## src/rtl/mem_pkg.sv

```systemverilog
// Shared definitions for the memory request controller: access sizes,
// memory read latency, pipeline entry layout and decode helpers.
package mem_pkg;

    // Cycles from raddr presentation to rdata being valid.
    localparam int MEM_RD_LATENCY = 2;

    typedef enum logic [1:0] {
        SZ_BYTE = 2'd0,
        SZ_HALF = 2'd1,
        SZ_WORD = 2'd2,
        SZ_ILL  = 2'd3
    } size_e;

    // One in-flight request travelling alongside the memory read.
    // The tag rides in a parallel register because its width is a
    // module parameter and a package type cannot depend on it.
    typedef struct packed {
        logic       valid;
        logic       we;
        logic       err;
        size_e      size;
        logic       sgn;
        logic [1:0] lane;
    } pipe_entry_t;

    // Illegal size or an address not aligned to the access size.
    function automatic logic size_err(input size_e size, input logic [1:0] lane);
        case (size)
            SZ_HALF: return lane[0];
            SZ_WORD: return (lane != 2'b00);
            SZ_ILL:  return 1'b1;
            default: return 1'b0;
        endcase
    endfunction

    // Byte enables for a store of the given size at the given byte lane.
    function automatic logic [3:0] byte_en(input size_e size, input logic [1:0] lane);
        case (size)
            SZ_BYTE: return 4'b0001 << lane;
            SZ_HALF: return 4'b0011 << lane;
            SZ_WORD: return 4'b1111;
            default: return 4'b0000;
        endcase
    endfunction

endpackage

```

## src/rtl/mem_req_ctrl_if.sv

```systemverilog
// Core request/response and memory-side signals of the controller.
interface mem_req_ctrl_if
    import mem_pkg::*;
#(
    parameter int TAG_W = 4
);
    logic             req_valid;
    logic             req_ready;
    logic             req_we;
    logic [1:0]       req_size;
    logic             req_signed;
    logic [31:0]      req_addr;
    logic [31:0]      req_wdata;
    logic [TAG_W-1:0] req_tag;

    logic             rsp_valid;
    logic             rsp_ready;
    logic [31:0]      rsp_data;
    logic             rsp_err;
    logic [TAG_W-1:0] rsp_tag;

    logic [31:0]      raddr;
    logic [31:0]      rdata;
    logic [3:0]       wen;
    logic [31:0]      waddr;
    logic [31:0]      wdata;

    // Controller side.
    modport slave (
        input  req_valid, req_we, req_size, req_signed, req_addr, req_wdata, req_tag,
        input  rsp_ready, rdata,
        output req_ready, rsp_valid, rsp_data, rsp_err, rsp_tag,
        output raddr, wen, waddr, wdata
    );

    // Core plus memory side.
    modport master (
        output req_valid, req_we, req_size, req_signed, req_addr, req_wdata, req_tag,
        output rsp_ready, rdata,
        input  req_ready, rsp_valid, rsp_data, rsp_err, rsp_tag,
        input  raddr, wen, waddr, wdata
    );
endinterface

```

## src/rtl/mem_req_ctrl_rsp_fifo.sv

```systemverilog
// Response FIFO: valid/ready on both sides, pointers wrap modulo DEPTH
// so non power-of-two depths work. Output data reads as zero when empty.
module rsp_fifo
    import mem_pkg::*;
#(
    parameter int WIDTH = 8,
    parameter int DEPTH = 4
) (
    input  logic             clk,
    input  logic             rst_n,
    input  logic             in_valid_i,
    output logic             in_ready_o,
    input  logic [WIDTH-1:0] in_data_i,
    output logic             out_valid_o,
    input  logic             out_ready_i,
    output logic [WIDTH-1:0] out_data_o
);
    localparam int PTR_W = (DEPTH > 1) ? $clog2(DEPTH) : 1;
    localparam int CNT_W = $clog2(DEPTH + 1);

    logic [WIDTH-1:0] mem_q [DEPTH];
    logic [PTR_W-1:0] wr_ptr_q, wr_ptr_d;
    logic [PTR_W-1:0] rd_ptr_q, rd_ptr_d;
    logic [CNT_W-1:0] count_q, count_d;
    logic             push;
    logic             pop;

    function automatic logic [PTR_W-1:0] ptr_inc(input logic [PTR_W-1:0] p);
        return (p == PTR_W'(DEPTH - 1)) ? '0 : p + PTR_W'(1);
    endfunction

    // A full FIFO can still accept when the head leaves in the same cycle.
    assign out_valid_o = (count_q != '0);
    assign in_ready_o  = (count_q != CNT_W'(DEPTH)) || out_ready_i;
    assign push        = in_valid_i && in_ready_o;
    assign pop         = out_valid_o && out_ready_i;
    assign out_data_o  = out_valid_o ? mem_q[rd_ptr_q] : '0;

    // Next-state for pointers and fill count.
    always_comb begin
        wr_ptr_d = wr_ptr_q;
        rd_ptr_d = rd_ptr_q;
        count_d  = count_q;
        if (push) wr_ptr_d = ptr_inc(wr_ptr_q);
        if (pop)  rd_ptr_d = ptr_inc(rd_ptr_q);
        case ({push, pop})
            2'b10:   count_d = count_q + CNT_W'(1);
            2'b01:   count_d = count_q - CNT_W'(1);
            default: count_d = count_q;
        endcase
    end

    // Pointer and count registers.
    always_ff @(posedge clk or negedge rst_n) begin
        if (!rst_n) begin
            wr_ptr_q <= '0;
            rd_ptr_q <= '0;
            count_q  <= '0;
        end else begin
            wr_ptr_q <= wr_ptr_d;
            rd_ptr_q <= rd_ptr_d;
            count_q  <= count_d;
        end
    end

    // Storage write; contents need no reset since count gates the output.
    always_ff @(posedge clk) begin
        if (push) mem_q[wr_ptr_q] <= in_data_i;
    end
endmodule

```

## src/rtl/mem_req_ctrl.sv

```systemverilog
// Load/store request controller: decodes core requests into memory
// reads/writes, tracks each request through the read latency and returns
// in-order responses through a credit-limited response FIFO.
module mem_req_ctrl
    import mem_pkg::*;
#(
    parameter int RSP_DEPTH = 4,
    parameter int TAG_W     = 4
) (
    input  logic             clk,
    input  logic             rst_n,
    mem_req_ctrl_if.slave    bus
);
    localparam int OCC_W = $clog2(RSP_DEPTH + 1);
    localparam int RSP_W = 32 + 1 + TAG_W;

    size_e            req_size_e;
    logic [1:0]       req_lane;
    logic             req_err;
    logic             accept;
    logic             pop;
    logic [OCC_W-1:0] occ_q, occ_d;
    logic [31:0]      wdata_lanes;
    pipe_entry_t      entry_in;
    pipe_entry_t      pipe_q [MEM_RD_LATENCY];
    logic [TAG_W-1:0] tag_q  [MEM_RD_LATENCY];
    pipe_entry_t      tail;
    logic [7:0]       byte_sel;
    logic [15:0]      half_sel;
    logic [31:0]      rsp_data_in;
    logic             fifo_in_ready;
    logic             rsp_valid_w;
    logic [RSP_W-1:0] fifo_out;

    assign req_size_e = size_e'(bus.req_size);
    assign req_lane   = bus.req_addr[1:0];
    assign req_err    = size_err(req_size_e, req_lane);

    // Credits cover requests still in the pipeline as well as those
    // waiting in the FIFO, so a slot is always free when one exits.
    assign bus.req_ready = (occ_q < OCC_W'(RSP_DEPTH));
    assign accept        = bus.req_valid && bus.req_ready;
    assign pop           = rsp_valid_w && bus.rsp_ready;

    // Occupancy next-state: accept and pop in one cycle cancel out.
    always_comb begin
        occ_d = occ_q;
        case ({accept, pop})
            2'b10:   occ_d = occ_q + OCC_W'(1);
            2'b01:   occ_d = occ_q - OCC_W'(1);
            default: occ_d = occ_q;
        endcase
    end

    // Occupancy register.
    always_ff @(posedge clk or negedge rst_n) begin
        if (!rst_n) occ_q <= '0;
        else        occ_q <= occ_d;
    end

    // Memory side: the read address follows req_addr every cycle; writes
    // go out combinationally in the accept cycle.
    assign bus.raddr = {bus.req_addr[31:2], 2'b00};
    assign bus.waddr = {bus.req_addr[31:2], 2'b00};
    assign bus.wen   = (accept && bus.req_we && !req_err) ? byte_en(req_size_e, req_lane) : 4'b0000;
    assign bus.wdata = wdata_lanes;

    // Replicate store data so every enabled lane sees the right bytes.
    for (genvar gi = 0; gi < 4; gi++) begin : g_wlane
        assign wdata_lanes[8*gi +: 8] =
            (req_size_e == SZ_BYTE) ? bus.req_wdata[7:0] :
            (req_size_e == SZ_HALF) ? bus.req_wdata[8*(gi % 2) +: 8] :
                                      bus.req_wdata[8*gi +: 8];
    end

    always_comb begin
        entry_in       = '0;
        entry_in.valid = accept;
        entry_in.we    = bus.req_we;
        entry_in.err   = req_err;
        entry_in.size  = req_size_e;
        entry_in.sgn   = bus.req_signed;
        entry_in.lane  = req_lane;
    end

    // Shift pipeline matching the memory read latency.
    always_ff @(posedge clk or negedge rst_n) begin
        if (!rst_n) begin
            for (int i = 0; i < MEM_RD_LATENCY; i++) begin
                pipe_q[i] <= '0;
                tag_q[i]  <= '0;
            end
        end else begin
            pipe_q[0] <= entry_in;
            tag_q[0]  <= bus.req_tag;
            for (int i = 1; i < MEM_RD_LATENCY; i++) begin
                pipe_q[i] <= pipe_q[i-1];
                tag_q[i]  <= tag_q[i-1];
            end
        end
    end

    assign tail     = pipe_q[MEM_RD_LATENCY-1];
    assign byte_sel = bus.rdata[{tail.lane, 3'b000} +: 8];
    assign half_sel = tail.lane[1] ? bus.rdata[31:16] : bus.rdata[15:0];

    // Load lane extraction and extension; stores and errors return zero.
    always_comb begin
        rsp_data_in = '0;
        if (!tail.we && !tail.err) begin
            case (tail.size)
                SZ_BYTE: rsp_data_in = {{24{tail.sgn & byte_sel[7]}}, byte_sel};
                SZ_HALF: rsp_data_in = {{16{tail.sgn & half_sel[15]}}, half_sel};
                SZ_WORD: rsp_data_in = bus.rdata;
                default: rsp_data_in = '0;
            endcase
        end
    end

    // fifo_in_ready is always high when an entry exits thanks to the credits.
    rsp_fifo #(
        .WIDTH (RSP_W),
        .DEPTH (RSP_DEPTH)
    ) u_rsp_fifo (
        .clk         (clk),
        .rst_n       (rst_n),
        .in_valid_i  (tail.valid && fifo_in_ready),
        .in_ready_o  (fifo_in_ready),
        .in_data_i   ({rsp_data_in, tail.err, tag_q[MEM_RD_LATENCY-1]}),
        .out_valid_o (rsp_valid_w),
        .out_ready_i (bus.rsp_ready),
        .out_data_o  (fifo_out)
    );

    assign bus.rsp_valid = rsp_valid_w;
    assign bus.rsp_data  = fifo_out[RSP_W-1 -: 32];
    assign bus.rsp_err   = fifo_out[TAG_W];
    assign bus.rsp_tag   = fifo_out[TAG_W-1:0];
endmodule

```

## src/flat_wrapper.sv

```systemverilog
// flat-port wrapper written by rule: the top's interface ports become plain ports
module mem_req_ctrl_flat import mem_pkg::*;
#(
    parameter int RSP_DEPTH = 4,
    parameter int TAG_W     = 4
)
  (clk, rst_n, bus_req_valid, bus_req_we, bus_req_size, bus_req_signed, bus_req_addr, bus_req_wdata, bus_req_tag, bus_rsp_ready, bus_rdata, bus_req_ready, bus_rsp_valid, bus_rsp_data, bus_rsp_err, bus_rsp_tag, bus_raddr, bus_wen, bus_waddr, bus_wdata);
  mem_req_ctrl_if #(.TAG_W(TAG_W)) bus_i ();
  input  logic clk;
  input  logic rst_n;
  input wire logic [$bits(bus_i.req_valid)-1:0] bus_req_valid;
  input wire logic [$bits(bus_i.req_we)-1:0] bus_req_we;
  input wire logic [$bits(bus_i.req_size)-1:0] bus_req_size;
  input wire logic [$bits(bus_i.req_signed)-1:0] bus_req_signed;
  input wire logic [$bits(bus_i.req_addr)-1:0] bus_req_addr;
  input wire logic [$bits(bus_i.req_wdata)-1:0] bus_req_wdata;
  input wire logic [$bits(bus_i.req_tag)-1:0] bus_req_tag;
  input wire logic [$bits(bus_i.rsp_ready)-1:0] bus_rsp_ready;
  input wire logic [$bits(bus_i.rdata)-1:0] bus_rdata;
  output wire logic [$bits(bus_i.req_ready)-1:0] bus_req_ready;
  output wire logic [$bits(bus_i.rsp_valid)-1:0] bus_rsp_valid;
  output wire logic [$bits(bus_i.rsp_data)-1:0] bus_rsp_data;
  output wire logic [$bits(bus_i.rsp_err)-1:0] bus_rsp_err;
  output wire logic [$bits(bus_i.rsp_tag)-1:0] bus_rsp_tag;
  output wire logic [$bits(bus_i.raddr)-1:0] bus_raddr;
  output wire logic [$bits(bus_i.wen)-1:0] bus_wen;
  output wire logic [$bits(bus_i.waddr)-1:0] bus_waddr;
  output wire logic [$bits(bus_i.wdata)-1:0] bus_wdata;
  assign bus_i.req_valid = bus_req_valid;
  assign bus_i.req_we = bus_req_we;
  assign bus_i.req_size = bus_req_size;
  assign bus_i.req_signed = bus_req_signed;
  assign bus_i.req_addr = bus_req_addr;
  assign bus_i.req_wdata = bus_req_wdata;
  assign bus_i.req_tag = bus_req_tag;
  assign bus_i.rsp_ready = bus_rsp_ready;
  assign bus_i.rdata = bus_rdata;
  assign bus_req_ready = bus_i.req_ready;
  assign bus_rsp_valid = bus_i.rsp_valid;
  assign bus_rsp_data = bus_i.rsp_data;
  assign bus_rsp_err = bus_i.rsp_err;
  assign bus_rsp_tag = bus_i.rsp_tag;
  assign bus_raddr = bus_i.raddr;
  assign bus_wen = bus_i.wen;
  assign bus_waddr = bus_i.waddr;
  assign bus_wdata = bus_i.wdata;
  mem_req_ctrl #(.RSP_DEPTH(RSP_DEPTH), .TAG_W(TAG_W)) u_core (.clk(clk), .rst_n(rst_n), .bus(bus_i));
endmodule
```

## config.mk

```make
export PLATFORM = sky130hd
export DESIGN_NAME = mem_req_ctrl_flat
export DESIGN_NICKNAME = d
export VERILOG_FILES = /design/src/rtl/mem_pkg.sv /design/src/rtl/mem_req_ctrl_if.sv /design/src/rtl/mem_req_ctrl_rsp_fifo.sv /design/src/rtl/mem_req_ctrl.sv /design/src/flat_wrapper.sv
export SDC_FILE = /design/constraint.sdc
export NUM_CORES = 1
export LEC_CHECK = 0
export ABC_CLOCK_PERIOD_IN_PS = 3450
export BUFFER_PORTS_ARGS = -buffer_cell sky130_fd_sc_hd__buf_2
export CAP_MARGIN = 20
export CELL_PAD_IN_SITES_DETAIL_PLACEMENT = 1
export CELL_PAD_IN_SITES_GLOBAL_PLACEMENT = 1
export CORE_MARGIN = 3
export CORE_UTILIZATION = 45
export DETAILED_ROUTE_END_ITERATION = 12
export GPL_TIMING_DRIVEN = 0
export PLACE_DENSITY = 0.81
export SLEW_MARGIN = 10
export SYNTH_ARGS = -nofsm -noshare
export SYNTH_HDL_FRONTEND = slang
export SYNTH_SLANG_ARGS = --single-unit
```

## constraint.sdc

```tcl
create_clock -name clk -period 3.45 [get_ports clk]
set_clock_uncertainty 0.2 [all_clocks]
set_input_delay 0.5175 -clock clk [delete_from_list [all_inputs] [get_ports clk]]
set_output_delay 0.5175 -clock clk [all_outputs]
set_load 0.1 [all_outputs]
```

==> out/results.txt, run 1 <==
Status - finished clean
Fraction of layout cells with a size suffix above 1 - 49.8%
Slew Viols, Final - 0
Antenna Cells - 0
Drt wl/cell - 23.3 µm
GR Util All Layers - 23.5%
Ys flop type - edfxtp_1
Post-DP HPWL - 17.9 mm
Final Hold Fails - 0
Proportion of synthesized chip area in sequential cells - 62.9%
Count leader, synth - edfxtp_1
Util after Layout - 57.9%
Vias per inst - 5.44
Antenna-violating nets left - 0
Chip height - 143 µm
Min Tclk post-route - 3.30 ns
Post-CTS setup buffer count - 0
Clk_lat worst skew - 0.43 ns
Critical Path End Type - output pin
Met3 usage - 5.79%
Overflow after GRT - 0
Final cycle utilization of the critical path - 95.5%
Post-synth top cells - edfxtp_1 (148), buf_4 (73), and2_1 (42)
Data required, critical path - 2.73 ns
Root buf cell - clkbuf_16
CP Launch Type - flip-flop
Synth warn - 0
H-Tree Depth - 4
Die area - 20400 µm²
Max-cap violation count - 0
PwrDens - 958 nW/µm²
Nets - 915
Post-Syn Area - 8420 µm²
HP Class - primary input to flip-flop
Worst vdd ir - 0.473 mV
GRT busiest layer - met2
Max clock buf depth - 2
Largest cells by area after synthesis - edfxtp_1 (53%), mux4_2 (10%), dfrtp_1 (10%)
Met1 Track Usage GR - 28.0%
Initial antenna violation count - 1
Vias in the first global route - 6209
# clock sinks - 182
PortBufs - 212
RSZ-0062 raised after global routing - false
Post-synth EDFFs - 148
Via count - 5654
Area delta synth->final - 24.8%
Power Total - 10100 µW
# setup viols final - 0
Max-slew headroom - 48.9%
First-pass GRT wire length - 35.9 mm
CTS tree - yes
Area leader, netlist - edfxtp_1
Io pins - 247
WS Path Type - flip-flop to output pin
Pre-antenna DRT Iters - 6
Async SR Flop Fraction - 18.7%
Critical path arrival - 2.58 ns
DRC violations left - 0
Overall routed net length - 24.2 mm
Routing usage on met2 - 41.2%
CTS buffer count - 17
Fmax achieved - 0.303 GHz
Final RePlAce weighted congestion - 0.909
Least-Margin Pin Slew - 0.766 ns
FILL cells - 1856
Mapped Avg Cell Area - 15.2 µm²
Synth top area share - 52.8%
Core Area - 18100 µm²
Clock transition at path regs - 0.06 ns
Die W - 143 µm
Initial Utilization - 46.4%
Yosys reg bits - 182
CP Max Fanout - 10
First-iteration detailed-routing DRC count - 388
Row count - 49
Cell leakage power - 0.00425 µW
Yosys cell types - 38
Synth Instances - 555
Largest net degree at the start of global routing - 35
==> routing by layer <==
| layer | vias to the layer above | wire [µm] |
|---|---|---|
| li1 | 2475 | - |
| met1 | 2827 | 8950 |
| met2 | 305 | 12700 |
| met3 | 45 | 1870 |
| met4 | 2 | 699 |
| met5 | - | 13 |
==> kinds of logic after synthesis <==
logic type	Yosys count	share of synthesized area (%)
DFF	182	62.9
buffers and inverters	113	8.59
adders and majority gates	9	1.52
muxes	74	14.8
and+or+nand+nor	108	6.67
AOI/OAI and AO/OA	61	4.75
xor gates and xnor gates	7	0.728
other	1	0.0445
==> cell type report <==
cell class | count | area [µm²] | area share, %
Tap cell | 229 | 287 | 2.73
Clock buffer | 23 | 499 | 4.75
Sequential cell | 182 | 5300 | 50.4
Clock inverter | 9 | 87.6 | 0.833
Multi-Input combinational cell | 263 | 2420 | 23.1
Inverter | 14 | 52.6 | 0.500
Timing Repair Buffer | 221 | 1190 | 11.3
Buffer | 99 | 672 | 6.39
==> worst paths after layout <==
check                                         startpoint                            end  slack (ns)  cells after the start
max                        u_core.u_rsp_fifo.rd_ptr_q[1]               bus_rsp_data[15]        0.15                      5
min                                       bus_req_signed              u_core.pipe_q[10]        0.02                      1
max reg2reg                 u_core.u_rsp_fifo.count_q[2]   u_core.u_rsp_fifo.count_q[2]        1.02                      9
min reg2reg                            u_core.pipe_q[14]               u_core.pipe_q[6]        0.15                      0
max in group asynchronous                          rst_n  u_core.u_rsp_fifo.rd_ptr_q[1]        2.04                      2
min in group asynchronous                          rst_n  u_core.u_rsp_fifo.wr_ptr_q[1]        0.51                      2
==> placed cells by master (no fill, tap or decap), types with 3 or more instances in the layout <==
master	count
a21oi_1	26
a222oi_1	8
a22oi_1	7
and2_1	38
and2_2	4
buf_12	4
buf_2	220
buf_4	73
clkbuf_1	17
clkbuf_16	18
clkbuf_8	3
conb_1	4
dfrtp_1	34
dlygate4sd3_1	5
edfxtp_1	148
ha_1	7
inv_1	14
mux2_2	25
mux2i_1	11
mux4_2	38
nand2_1	32
nor2_1	16
nor2b_1	5
nor3_1	5
o21ai_0	5
o21ai_1	8
xnor2_1	4
xor2_1	3
==> registers in the layout, indices dropped and copies added, names as in the netlist <==
register	cells
u_core.u_rsp_fifo.mem_q	148
u_core.pipe_q	16
u_core.tag_q	8
u_core.occ_q	3
u_core.u_rsp_fifo.count_q	3
u_core.u_rsp_fifo.rd_ptr_q	2
u_core.u_rsp_fifo.wr_ptr_q	2
==> stage by stage <==
stage	hold slack [ns]	instance area, µm²	setup WS [ns]	std cells	setup TNS [ns]
floorplan	0.0219	8440	-0.682	558	-1.88
global placement	0.133	9790	0.320	999	0
detailed placement	0.137	9870	0.456	1003	0
CTS	0.00102	10500	0.0569	1040	0
global route	0.00861	10500	0.0556	1040	0
finish	0.0154	10500	0.154	1040	0
==> where the power goes <==
group | switching, µW | total [µW] | internal, µW
Combinational | 4100 | 5290 | 1200
Clock | 822 | 1920 | 1100
Sequential | 126 | 2850 | 2730
Total | 5040 | 10100 | 5030
==> worst max-delay path, stage by stage (launching register included) <==
cell and delay [ns]:
dfrtp_1 0.39, buf_2 0.30, clkbuf_1 0.56, mux4_2 0.35, and2_1 0.12, buf_2 0.42
==> repair_timing <==
item / CTS / global route
setup endpoints to repair: 0 / 10
resized for setup: 0 / 2
hold endpoints to repair: 38 / 0
hold buffers: 5 / 0
No activity file was read; power rests on OpenSTA's default activity.
==> run 2, diff against run 1 <==
SYNTH_HIERARCHICAL = 1   (was unset)
==> run 2 against run 1 <==
Final cell count is 0.19% lower. Clock power up 3%. Global-route usage increased by 0.53 points. Die area is 0.43% higher. Wire length about the same. Flip-flop and latch count stayed put. Synthesized area grew 0.46%. Worst setup slack better by 0.26 ns. Final area is 1.1% higher. Largest cell class unchanged. Largest power group unchanged.
==> out/results.txt, run 2 <==
Post-Syn Area - 8460 µm² (was 8420 µm²)
Power Total - 10200 µW (was 10100 µW)
Via count - 5626 (was 5654)
Largest stage delay on the critical path - 0.54 ns (was 0.56 ns)
Overall routed net length - 24.2 mm (about the same)
Worst vdd ir - 0.518 mV (was 0.473 mV)
PortBufs - 212 (unchanged)
Status - finished clean (unchanged)
WP buf/inv - 3 (unchanged)
WP depth - 5 (unchanged)
Cell leakage power - 0.00429 µW (was 0.00425 µW)
Overflow after GRT - 0 (unchanged)
R2r setup slk - 0.56 ns (was 1.02 ns)
Post-CTS setup buffer count - 0 (unchanged)
# clock sinks - 182 (unchanged)
Switching part of the total - 49.9% (was 50.1%)
Proportion of synthesized chip area in sequential cells - 62.6% (was 62.9%)
Max-slew headroom - 48.6% (was 48.9%)
Critical path arrival - 2.32 ns (was 2.58 ns)
Vias in the first global route - 6173 (was 6209)
# setup viols final - 0 (unchanged)
Root buf cell - clkbuf_16 (unchanged)
Most common cell on crit path - buf_6 (was buf_2)
Nets - 913 (was 915)
Vias per inst - 5.42 (was 5.44)
Clock Power Share - 19.4% (was 19.1%)
First-iteration detailed-routing DRC count - 418 (was 388)
Worst path slowest cell - mux4_2 (was clkbuf_1)
Most flops, register - u_core/u_rsp_fifo/mem_q (was u_core.u_rsp_fifo.mem_q)
CP Launch Type - flip-flop (unchanged)
Synth Instances - 551 (was 555)
Antenna-violating nets left - 0 (unchanged)
Synth warn - 6 (was 0)
Setup_tns - 0 ns (unchanged)
Final Hold Fails - 0 (unchanged)
P_int - 5120 µW (was 5030 µW)
CP Max Fanout - 10 (unchanged)
Initial antenna violation count - 1 (unchanged)
Origin of the critical flop-to-flop path - u_core/u_rsp_fifo/count_q[0] (was u_core.u_rsp_fifo.count_q[2])
Final hold slack - 0.0317 ns (was 0.0154 ns)
Post-DP HPWL - 17.6 mm (was 17.9 mm)
Comb pwr share - 52.8% (was 52.6%)
CTS tree - yes (unchanged)
WS Path Type - flip-flop to output pin (unchanged)
Async SR Flop Fraction - 18.7% (unchanged)
Pre-antenna DRT Iters - 6 (unchanged)
Commonest non-fill, non-tap cells in the layout - buf_2 (223), edfxtp_1 (148), buf_4 (75) (was buf_2 (220), edfxtp_1 (148), buf_4 (73))
Final cycle utilization of the critical path - 88.1% (was 95.5%)
Max clock buf depth - 2 (unchanged)
Drt wl/cell - 23.3 µm (about the same)
Die area - 20500 µm² (was 20400 µm²)
Post-synth EDFFs - 148 (unchanged)
Area after DPL - 9950 µm² (was 9870 µm²)
Area delta synth->final - 25.6% (was 24.8%)
Core Area - 18200 µm² (was 18100 µm²)
Max-cap violation count - 0 (unchanged)
Min Tclk post-route - 3.04 ns (was 3.30 ns)
Clock transition at path regs - 0.06 ns (about the same)
Register share of total power - 27.8% (was 28.3%)
Io pins - 247 (unchanged)
Fmax achieved - 0.329 GHz (was 0.303 GHz)
Least-Margin Pin Slew - 0.770 ns (was 0.766 ns)
Final RePlAce weighted congestion - 0.897 (was 0.909)
PwrDens - 961 nW/µm² (was 958 nW/µm²)
Count leader, synth - edfxtp_1 (unchanged)
Post-route cell area - 10600 µm² (was 10500 µm²)
Worst setup startpoint - u_core/u_rsp_fifo/rd_ptr_q[0] (was u_core.u_rsp_fifo.rd_ptr_q[1])
Crit path max-delay family - buffers and inverters (unchanged)
GR Util All Layers - 24.1% (was 23.5%)
Data required, critical path - 2.73 ns (about the same)
Max FFs per register - 148 (unchanged)
Die W - 143 µm (about the same)
Fraction of layout cells with a size suffix above 1 - 51.8% (was 49.8%)
Slew Viols, Final - 0 (unchanged)
Sw power - 5090 µW (was 5040 µW)
Antenna Cells - 0 (unchanged)
Most common cell after layout, fill and taps aside - buf_2 (unchanged)
Critical Path End Type - output pin (unchanged)
Top Registers - u_core/u_rsp_fifo/mem_q (148), u_core/pipe_q (16), u_core/tag_q (8) (was u_core.u_rsp_fifo.mem_q (148), u_core.pipe_q (16), u_core.tag_q (8))
RSZ-0062 raised after global routing - false (unchanged)
Mapped Avg Cell Area - 15.4 µm² (was 15.2 µm²)
Dpl ws - 0.438 ns (was 0.456 ns)
R2R Path End - u_core/u_rsp_fifo/count_q[2] (was u_core.u_rsp_fifo.count_q[2])
CTS buffer count - 17 (unchanged)
Ys flop type - edfxtp_1 (unchanged)
H-Tree Depth - 4 (unchanged)
DRC violations left - 0 (unchanged)
Setup ws final - 0.410 ns (was 0.154 ns)
First-pass GRT wire length - 36.0 mm (was 35.9 mm)
R2R cell count - 11 (was 9)
Clk_lat worst skew - 0.43 ns (about the same)
Post-synth top cells - edfxtp_1 (148), buf_4 (75), and2_1 (39) (was edfxtp_1 (148), buf_4 (73), and2_1 (42))
Row count - 49 (unchanged)
Yosys cell types - 41 (was 38)
Chip height - 143 µm (about the same)
Yosys reg bits - 182 (unchanged)
HP Class - primary input to flip-flop (unchanged)
Worst setup endpoint - bus_rsp_data[15] (unchanged)
Largest cells by area after synthesis - edfxtp_1 (53%), mux4_2 (10%), dfrtp_1 (10%) (unchanged)
Largest net degree at the start of global routing - 35 (unchanged)
Crit-path cells - buf_6 -> buf_6 -> mux4_2 -> and2_1 -> buf_2 (was buf_2 -> clkbuf_1 -> mux4_2 -> and2_1 -> buf_2)
Area leader, netlist - edfxtp_1 (unchanged)
Synth top area share - 52.5% (was 52.8%)
Initial Utilization - 46.5% (was 46.4%)
[run 2: cell count changes in the layout (fill, tap and decap cells not counted), sizes merged, moves of 3 or more]
cell and delta:
and3 +4, nand2 -6, buf +7, nand3 +3, clkbuf -12
[run 2: final cells by class]
type	count	area [µm²]
well taps	229	287
repair buffers	223	1240
clock buffers	17	425
clock inverters	15	175
flip-flops and latches	182	5300
multi-input cells	261	2450
plain buffers	100	702
inverters	11	41.3
fillers	1826	7590
[run 2: stage by stage]
stage	instances	util, %
2_1_floorplan	554	-
3_3_place_gp	995	54.0
3_5_place_dp	999	54.6
4_1_cts	1038	58.3
5_1_grt	1038	58.3
6_report	1038	58.3
[run 2: power groups by stage]
stage,Sequential [µW],Clock (µW),Combinational (µW)
3_5_place_dp,2880,0,5410
6_report,2840,1980,5390
5_1_grt,2870,2100,5630
2_1_floorplan,2840,0,4470
3_3_place_gp,2860,0,5260
4_1_cts,2850,2020,5440
[run 2: what timing repair did]
item | 4_1_cts | 5_1_grt
resized for setup | 0 | 2
endpoints found under the hold margin | 40 | 0
hold buffers | 7 | 0
endpoints found under the setup margin | 0 | 1
[run 2: logic make-up (layout without fill, tap and decap cells)]
kind of cell	after synthesis	count (layout)	share of synthesized area [%]
AO/OA/AOI/OAI	60	60	4.69
XOR/XNOR	7	7	0.725
adder cells (fa/ha/maj)	9	9	1.51
buffers and inverters	111	366	8.77
flip-flops	182	182	62.6
multiplexers	75	75	14.9
other	1	4	0.0443
AND/OR/NAND/NOR	106	106	6.74
[run 2: how the worst min path moves through the flow]
stage | from | endpoint | slack [ns] | depth (start not counted)
5_1_grt | bus_req_size[0] | u_core/pipe_q[11] | 0.007 | 1
2_1_floorplan | rst_n | u_core/occ_q[0] | 0.02 | 0
3_3_place_gp | u_core/tag_q[5] | u_core/tag_q[1] | 0.13 | 0
4_1_cts | bus_req_size[0] | u_core/pipe_q[11] | 0.002 | 1
6_report | bus_req_size[0] | u_core/pipe_q[11] | 0.03 | 1
3_5_place_dp | u_core/pipe_q[12] | u_core/pipe_q[4] | 0.14 | 0
[run 2: metal layers]
metal	share of wire [%]	up-vias	global-route usage [%]	routed length (µm)
met3	8.6	41	6.30	2070
met1	36	2783	28.5	8640
li1	-	2470	-	-
met4	2.3	2	8.20	548
met2	53	330	42.6	12900
met5	0.054	-	0	13
